===== src/rtl/colour_mode_ctrl.sv =====
// colour_mode_ctrl: button-driven mode sequencer for the colour_change datapath.
// Buttons are synchronised and debounced, then turned into press pulses.
// Presses and auto-cycle events compute a target mode. That target is held
// pending and committed to o_mode only on a vsync rising edge, so a frame is
// never split between two modes.
module colour_mode_ctrl #(
  parameter int unsigned DEB_CYCLES  = 50000,
  parameter int unsigned DEB_W       = 16,
  parameter int unsigned NUM_MODES   = 4,
  parameter int unsigned MODE_W      = 2,
  parameter int unsigned AUTO_FRAMES = 60
) (
  input  logic              clk,
  input  logic              rst,
  input  logic [3:0]        btn,
  input  logic              i_vid_vsync,
  output logic [MODE_W-1:0] o_mode,
  output logic              o_mode_upd,
  output logic              o_pending,
  output logic              o_auto
);

  localparam int unsigned FC_W = (AUTO_FRAMES > 1) ? $clog2(AUTO_FRAMES) : 1;

  localparam logic [DEB_W-1:0]  DEB_LAST  = DEB_W'(DEB_CYCLES - 1);
  localparam logic [MODE_W-1:0] MODE_LAST = MODE_W'(NUM_MODES - 1);
  localparam logic [FC_W-1:0]   FC_LAST   = FC_W'(AUTO_FRAMES - 1);

  typedef enum logic {
    ST_IDLE,
    ST_PENDING
  } state_t;

  // Button synchroniser and debounce state
  logic [3:0]       sync1_q, sync2_q;
  logic [3:0]       deb_q, deb_d;
  logic [DEB_W-1:0] cnt_q [4];
  logic [DEB_W-1:0] cnt_d [4];
  logic [3:0]       press_q;

  // Frame timing and auto-cycle state
  logic             vsync_q;
  logic             vs_edge;
  logic             auto_q;
  logic [FC_W-1:0]  fc_q;

  // Mode sequencing state
  state_t           state_q;
  logic [MODE_W-1:0] mode_q;
  logic [MODE_W-1:0] pend_q;
  logic             upd_q;

  // Event decode
  logic              manual;
  logic              auto_next;
  logic              ev_any;
  logic [MODE_W-1:0] base;
  logic [MODE_W-1:0] target;
  logic [MODE_W-1:0] commit_val;

  // Two-flop synchroniser for the asynchronous buttons
  always_ff @(posedge clk or posedge rst) begin
    if (rst) begin
      sync1_q <= '0;
      sync2_q <= '0;
    end else begin
      sync1_q <= btn;
      sync2_q <= sync1_q;
    end
  end

  // Per-button debounce: accept a new level after DEB_CYCLES stable samples
  always_comb begin
    deb_d = deb_q;
    for (int unsigned i = 0; i < 4; i++) begin
      cnt_d[i] = '0;
      if (sync2_q[i] != deb_q[i]) begin
        if (cnt_q[i] == DEB_LAST) begin
          deb_d[i] = sync2_q[i];
        end else begin
          cnt_d[i] = cnt_q[i] + DEB_W'(1);
        end
      end
    end
  end

  // Debounce registers and the registered press pulse on each debounced rise
  always_ff @(posedge clk or posedge rst) begin
    if (rst) begin
      deb_q   <= '0;
      press_q <= '0;
      for (int unsigned i = 0; i < 4; i++) begin
        cnt_q[i] <= '0;
      end
    end else begin
      deb_q   <= deb_d;
      press_q <= deb_d & ~deb_q;
      for (int unsigned i = 0; i < 4; i++) begin
        cnt_q[i] <= cnt_d[i];
      end
    end
  end

  // vsync history for rising-edge detection
  always_ff @(posedge clk or posedge rst) begin
    if (rst) begin
      vsync_q <= 1'b0;
    end else begin
      vsync_q <= i_vid_vsync;
    end
  end

  assign vs_edge = i_vid_vsync & ~vsync_q;

  // Event priority and target mode; base follows the queued value when one exists
  always_comb begin
    manual     = |press_q[2:0];
    auto_next  = auto_q & vs_edge & (fc_q == FC_LAST) & ~manual;
    ev_any     = manual | auto_next;
    base       = (state_q == ST_PENDING) ? pend_q : mode_q;
    if (press_q[2]) begin
      target = '0;
    end else if (press_q[0] | auto_next) begin
      target = (base == MODE_LAST) ? '0 : base + MODE_W'(1);
    end else begin
      target = (base == '0) ? MODE_LAST : base - MODE_W'(1);
    end
    commit_val = ev_any ? target : pend_q;
  end

  // Auto-cycle enable and frame counter
  always_ff @(posedge clk or posedge rst) begin
    if (rst) begin
      auto_q <= 1'b0;
      fc_q   <= '0;
    end else begin
      if (press_q[3]) begin
        auto_q <= ~auto_q;
      end
      if (press_q[3] | manual) begin
        fc_q <= '0;
      end else if (auto_q & vs_edge) begin
        fc_q <= (fc_q == FC_LAST) ? '0 : fc_q + FC_W'(1);
      end
    end
  end

  // Mode FSM: queue changes in IDLE, commit the queued value on a vsync edge.
  // In IDLE a same-cycle vsync edge is ignored, so the change waits one frame.
  always_ff @(posedge clk or posedge rst) begin
    if (rst) begin
      state_q <= ST_IDLE;
      mode_q  <= '0;
      pend_q  <= '0;
      upd_q   <= 1'b0;
    end else begin
      upd_q <= 1'b0;
      unique case (state_q)
        ST_IDLE: begin
          if (ev_any) begin
            pend_q <= target;
            if (target != mode_q) begin
              state_q <= ST_PENDING;
            end
          end
        end
        ST_PENDING: begin
          pend_q <= commit_val;
          if (vs_edge) begin
            state_q <= ST_IDLE;
            if (commit_val != mode_q) begin
              mode_q <= commit_val;
              upd_q  <= 1'b1;
            end
          end
        end
        default: begin
          state_q <= ST_IDLE;
        end
      endcase
    end
  end

  assign o_mode     = mode_q;
  assign o_mode_upd = upd_q;
  assign o_pending  = (state_q == ST_PENDING);
  assign o_auto     = auto_q;

endmodule

===== config.mk =====
export PLATFORM = sky130hd
export DESIGN_NAME = colour_mode_ctrl
export DESIGN_NICKNAME = d
export VERILOG_FILES = /design/src/rtl/colour_mode_ctrl.sv
export SDC_FILE = /design/constraint.sdc
export NUM_CORES = 1
export LEC_CHECK = 0
export ABC_AREA = 1
export ABC_CLOCK_PERIOD_IN_PS = 7100
export CORE_ASPECT_RATIO = 0.8
export CORE_MARGIN = 5
export CORE_UTILIZATION = 63
export DETAILED_ROUTE_END_ITERATION = 8
export GPL_ROUTABILITY_DRIVEN = 0
export PLACE_DENSITY_LB_ADDON = 0.2
export SLEW_MARGIN = 20
export SYNTH_ARGS = -nofsm -noshare
export SYNTH_HDL_FRONTEND = slang
export SYNTH_SLANG_ARGS = --single-unit

===== constraint.sdc =====
create_clock -name clk -period 7.1 [get_ports clk]
set_clock_uncertainty 0.1 [all_clocks]
set_input_delay 1.42 -clock clk [delete_from_list [all_inputs] [get_ports clk]]
set_output_delay 1.42 -clock clk [all_outputs]
set_load 0.005 [all_outputs]

== After elaboration in Yosys (flattened, before gate mapping) ==
Cells that the tools add are included.
Word-level totals
  flip-flop bits (word level): 94
  latch bits: 0
  memory bits (writable): 0
  ROM bits: 0
  input port bits: 7
  output and inout port bits: 5
  logic and storage cells: 83
  memories kept: 0
Operators by class
  add/subtract/negate cells: 7
  multipliers: 0
  div/mod/pow operators: 0
  magnitude comparators: 0
  eq/ne operators: 12
  shift-type cells: 0
  multiplexer cells: 32
  bitwise gates (word level): 13
  reductions and logical operators: 4
Operators by type and width (number)
  $mux 16: 8
  $add 16x1->16 const B: 4
  $eq 16x16->1 const B: 4
  $mux 6: 3
  $mux 1: 14
  $mux 2: 6
  $add 6x1->6 const B: 1
  $eq 6x6->1 const B: 1
  $and 1x1->1: 4
  $and 4x4->4: 1
  $ne 1x1->1: 4
  $ne 2x2->1: 2
  $not 1->1: 4
  $not 4->4: 1
  $or 1x1->1: 3
  $reduce_and 3->1: 1
  $reduce_or 3->1: 1
  $add 2x1->2 const B: 1
  $eq 2x2->1 const B: 1
  $logic_not 2->1: 1
  $pmux 1 s2: 1
  $reduce_bool 2->1: 1
  $sub 2x1->2 const B: 1

== Logic depth before layout (Yosys ltp) ==
  word-level depth: 13
  depth in mapped cells: 13

== Worst setup path before layout ==
OpenSTA, ideal clock, no wires.
  path type: input to register
  start: input i_vid_vsync
  end: register upd_q (netlist: o_mode_upd)
  arrival time: 2.337 ns
  required time: 6.887 ns
  setup slack: 4.550 ns
  cell stages on the path: 10
  cells stage by stage: nand2_1 nor2_1 nand2_1 nand2_2 nand2_1 o21ai_2 xor2_1 nand3_1 nand2_1 inv_1
Between the ends
  longest elaborated chain between the ends: 12
  elaborated cells on any way between the ends: 13
Ends and longest elaborated chain
  start: declaration: line 16  | input logic i_vid_vsync,
  $and 1x1->1 (*): line 113  | assign vs_edge = i_vid_vsync & ~vsync_q;
  $and 1x1->1 (*) (3 in series): line 118  | auto_next = auto_q & vs_edge & (fc_q == FC_LAST) & ~manual;
  $or 1x1->1: line 123  | end else if (press_q[0] | auto_next) begin
  $mux 2: line 123
  $mux 2: line 121  | if (press_q[2]) begin
  $mux 2 (*)
  via commit_val[0]: line 59  | logic [MODE_W-1:0] commit_val;
  $ne 2x2->1 (*): line 171  | if (commit_val != mode_q) begin
  $mux 1 (*): line 171
  $mux 1 (*): line 169  | if (vs_edge) begin
  $mux 1 (*): line 158  | unique case (state_q)
  end signal: assignment: line 155  | upd_q <= 1'b0;
  end signal: assignment: line 157  | upd_q <= 1'b0;
  end signal: assignment: line 173  | upd_q <= 1'b1;
  end: declaration: line 51  | logic upd_q;
The timed path passes the listed nets; every way through them passes the cells marked *.
A chain may end at the register's enable or synchronous reset.

== Final worst setup path ==
  start: register state_q (netlist: o_pending)
  end: output o_pending
RTL lines
  start: declaration: line 48  | state_t state_q;
  start signal: assignment: line 152  | state_q <= ST_IDLE;
  start signal: assignment: line 163  | state_q <= ST_PENDING;
  start signal: assignment: line 170  | state_q <= ST_IDLE;
  end: declaration: line 19  | output logic o_pending,
No word-level cell between the ends.

==> flow_metrics.py <==
metrics = {
    "power_and_ir_drop": {
        "power_frac_comb": 0.036,
        "clkPwrFrac": 0.381,
        "switching_power_uw": 205,
        "switching_share": 0.218,
        "seqPwrFrac": 0.583,
        "power.leakage_nw": 2.28,
        "irDropWorstVdd_mv": 0.160,
        "p_int_uw": 736,
        "p_per_area_nw_per_um2": 183,
    },
    "timing": {
        "max_freq_ghz": 0.343,
        "tns_ns": 0,
        "grt_setup_unrepaired": "false",
        "tightest_slew_ns": 0.707,
        "period_minus_slack_ns": 2.91,
        "final.period_utilization": 0.410,
        "setup_viol": 0,
        "finalHoldViolCount": 0,
        "drv_slew": 0,
        "relSlewSlack": 0.528,
    },
    "grt": {
        "grt_first_pass_wirelength_um": 14900,
        "gr-usage-all-layers": 0.197,
        "grt.overflow.total": 0,
        "grt_pass1_vias": 3398,
        "antenna_found_initial": 0,
        "grt_max_degree": 53,
    },
    "die": {
        "rows": 28,
        "io_pins": 12,
        "die_w_um": 107,
        "start_util": 0.641,
        "die_h_um": 87.2,
        "die_area_um2": 9290,
        "core-area_um2": 7320,
    },
    "yosys": {
        "synth_cells": 552,
        "syn-cell-area_um2": 4700,
        "synthTopCellsByCount": "nand2_1 (110), dfrtp_1 (94), nor2_1 (76)",
        "mappedNetlistNets": 564,
        "synth_most_common_cell": "nand2_1",
        "yosys.area.top_type": "dfrtp_1",
        "synthArstFlopShare": 1.00,
        "yosys_warnings": 0,
        "avgSynthCellArea_um2": 8.51,
        "synth_edf_count": 0,
        "synth-seq-area-share": 0.501,
        "netlist.area_leader.share": 0.501,
        "synth_area_leaders": "dfrtp_1 (50%), nand2_1 (8.8%), nor2_1 (6.1%), inv_1 (4.6%), xor2_1 (4.1%)",
        "synth_cell_type_count": 35,
        "ys_ff_latch": 94,
        "synthFlopType": "dfrtp_1",
    },
    "setup_path": {
        "r2r_end": "cnt_q[44]$_DFF_PP0_",
        "path_max_fanout": 7,
        "setup.worst_path.start": "o_pending$_DFF_PP0_",
        "critPathMaxStageDelay_ns": 0.57,
        "cpMaxStageDelayCell": "clkdlybuf4s50_1",
        "crit_cells": 1,
        "cp_top_family": "buffers and inverters",
        "timing.rr.start": "cnt_q[32]$_DFF_PP0_",
        "path_buf_inv": 1,
        "reg2reg_slack_ns": 5.15,
        "endpoint": "o_pending",
        "end_kind": "output pin",
        "crit_type": "flip-flop to output pin",
        "reg2reg_depth": 11,
        "start_kind": "flip-flop",
        "cp.required_ns": 5.58,
        "worstPathArrival_ns": 1.39,
        "crit_chain": "clkdlybuf4s50_1",
    },
    "finish": {
        "final_area_um2": 5140,
        "fin_util": 0.701,
        "multi_input_area_um2": 2080,
        "drive_above_1_share": 0.117,
        "fin_nets": 587,
        "area_growth_pct": 9.38,
        "antenna-diode-count": 0,
        "final-seq-area_um2": 2350,
        "fillers": 576,
    },
    "cts": {
        "cts_hold_buffers": 0,
        "cts_setup_buffers": 0,
        "tritoncts": "done",
        "cts.reportedPaths.clkPinSlew_ns": 0.09,
        "htree_levels": 3,
        "ctsResizeCount": 0,
        "clock_path_buffers": 2,
        "cts_root_buf": "clkbuf_8",
        "cts_sinks": 94,
        "clock_latency_ns": 0.35,
        "numCtsBuffers": 9,
    },
    "detailed_routing": {
        "wl_per_cell_um": 12.6,
        "ant_nets": 0,
        "vias": 3610,
        "drtIter0Drc": 124,
        "dr.pass1.iters": 4,
        "drc": 0,
        "vias_per_cell": 5.39,
        "routed_wl_um": 8420,
    },
    "run": {
        "maxCapViolCount": 0,
    },
    "worst_hold_path": {
        "hold_class": "flip-flop to flip-flop",
        "holdCritStartpoint": "sync1_q[0]$_DFF_PP0_",
        "worstHoldPathCells": 0,
    },
    "place": {
        "placed_cell_area_um2": 4930,
        "io_buffer_count": 11,
        "dp_hpwl_um": 6110,
    },
    "status": {
        "outcome": "finished clean",
    },
}
flip-flops by register name (all words and copies together), names as in the netlist, 2 cells and up:
| register | flops |
|---|---|
| pend_q | 2 |
| o_mode | 2 |
| fc_q | 6 |
| sync1_q | 4 |
| press_q | 4 |
| sync2_q | 4 |
| cnt_q | 64 |
| deb_q | 4 |
layout make-up:
class	count	share of cell area
inverter	70	0.0516
clock inverter	5	0.0112
tap	90	0.0219
clock buffer	11	0.0295
timing repair buffer	12	0.0229
sequential	94	0.458
multi-input combinational	388	0.405
layer usage:
metal / global-route usage / share of wire
met5: 0 / 0
met2: 0.329 / 0.47
met1: 0.266 / 0.48
met3: 0.0460 / 0.038
met4: 0.0488 / 0.0067
logic make-up (layout without fill, tap and decap cells):
logic type	count (synthesis)	after routing	synth area share
AOI/OAI and AO/OA	46	46	0.0565
xor gates and xnor gates	25	25	0.0466
adders and majority gates	5	5	0.0133
buffers and inverters	70	98	0.0562
DFF	94	94	0.501
and+or+nand+nor	312	312	0.326
power by group through the flow:
stage          registers [mW]  clock network, mW  logic, mW
2_1_floorplan           0.558                  0     0.0239
3_3_place_gp            0.559                  0     0.0339
3_5_place_dp            0.559                  0     0.0350
4_1_cts                 0.548              0.371     0.0351
5_1_grt                 0.550              0.396     0.0399
6_report                0.548              0.358     0.0338
cells in the final DEF (no fill, tap or decap):
| master | instances |
|---|---|
| nor3b_4 | 1 |
| nor3b_2 | 1 |
| clkinv_4 | 2 |
| nand3_2 | 4 |
| or2_0 | 4 |
| nand2_2 | 7 |
| and2_1 | 1 |
| a211oi_1 | 2 |
| nor2_2 | 11 |
| clkbuf_8 | 11 |
| o21ai_0 | 5 |
| clkdlybuf4s50_1 | 11 |
| nand2_4 | 1 |
| o21ai_2 | 1 |
| xor2_1 | 22 |
| nor2_1 | 76 |
| inv_2 | 12 |
| o21bai_1 | 3 |
| nor4_4 | 1 |
| xnor2_1 | 3 |
| ha_1 | 5 |
| o21ai_1 | 7 |
| bufinv_16 | 1 |
| o21a_1 | 6 |
| nor3_2 | 5 |
| nor3b_1 | 11 |
| nor4_1 | 11 |
| nor3_1 | 19 |
| nand4_1 | 9 |
| clkinv_2 | 4 |
| nor2_4 | 3 |
| nand2_1 | 110 |
| inv_1 | 56 |
| a21oi_1 | 19 |
| a31oi_1 | 2 |
| nand3_1 | 35 |
| buf_4 | 1 |
| nor4_2 | 2 |
| o22ai_1 | 1 |
| dfrtp_1 | 94 |
worst register-to-register path, cell delays in order (launching register included):
cell	delay (ns)
dfrtp_1	0.37
ha_1	0.17
nand2_1	0.09
nor2_2	0.16
inv_2	0.06
nor3_2	0.23
nand2_1	0.13
nor2_2	0.14
nand3_1	0.13
nor2_1	0.11
nor2_1	0.05
o21a_1	0.11
worst min path at each step:
stage	end	slack [ns]
after floorplan	sync2_q[0]$_DFF_PP0_	0.23
after global placement	sync2_q[0]$_DFF_PP0_	0.24
after detailed placement	sync2_q[0]$_DFF_PP0_	0.23
after CTS	sync2_q[0]$_DFF_PP0_	0.26
after global routing	sync2_q[2]$_DFF_PP0_	0.28
final	sync2_q[0]$_DFF_PP0_	0.25
metrics by stage:
step           power, mW  cells  setup slack (ns)  hold slack (ns)
6_report           0.941    670              4.19            0.253
5_1_grt            0.986    670              4.06            0.279
4_1_cts            0.955    670              4.17            0.257
2_1_floorplan      0.582    552              3.13            0.231
3_5_place_dp       0.594    654              3.88            0.235
3_3_place_gp       0.593    654              3.93            0.236
(Power assumes the default switching activity.)
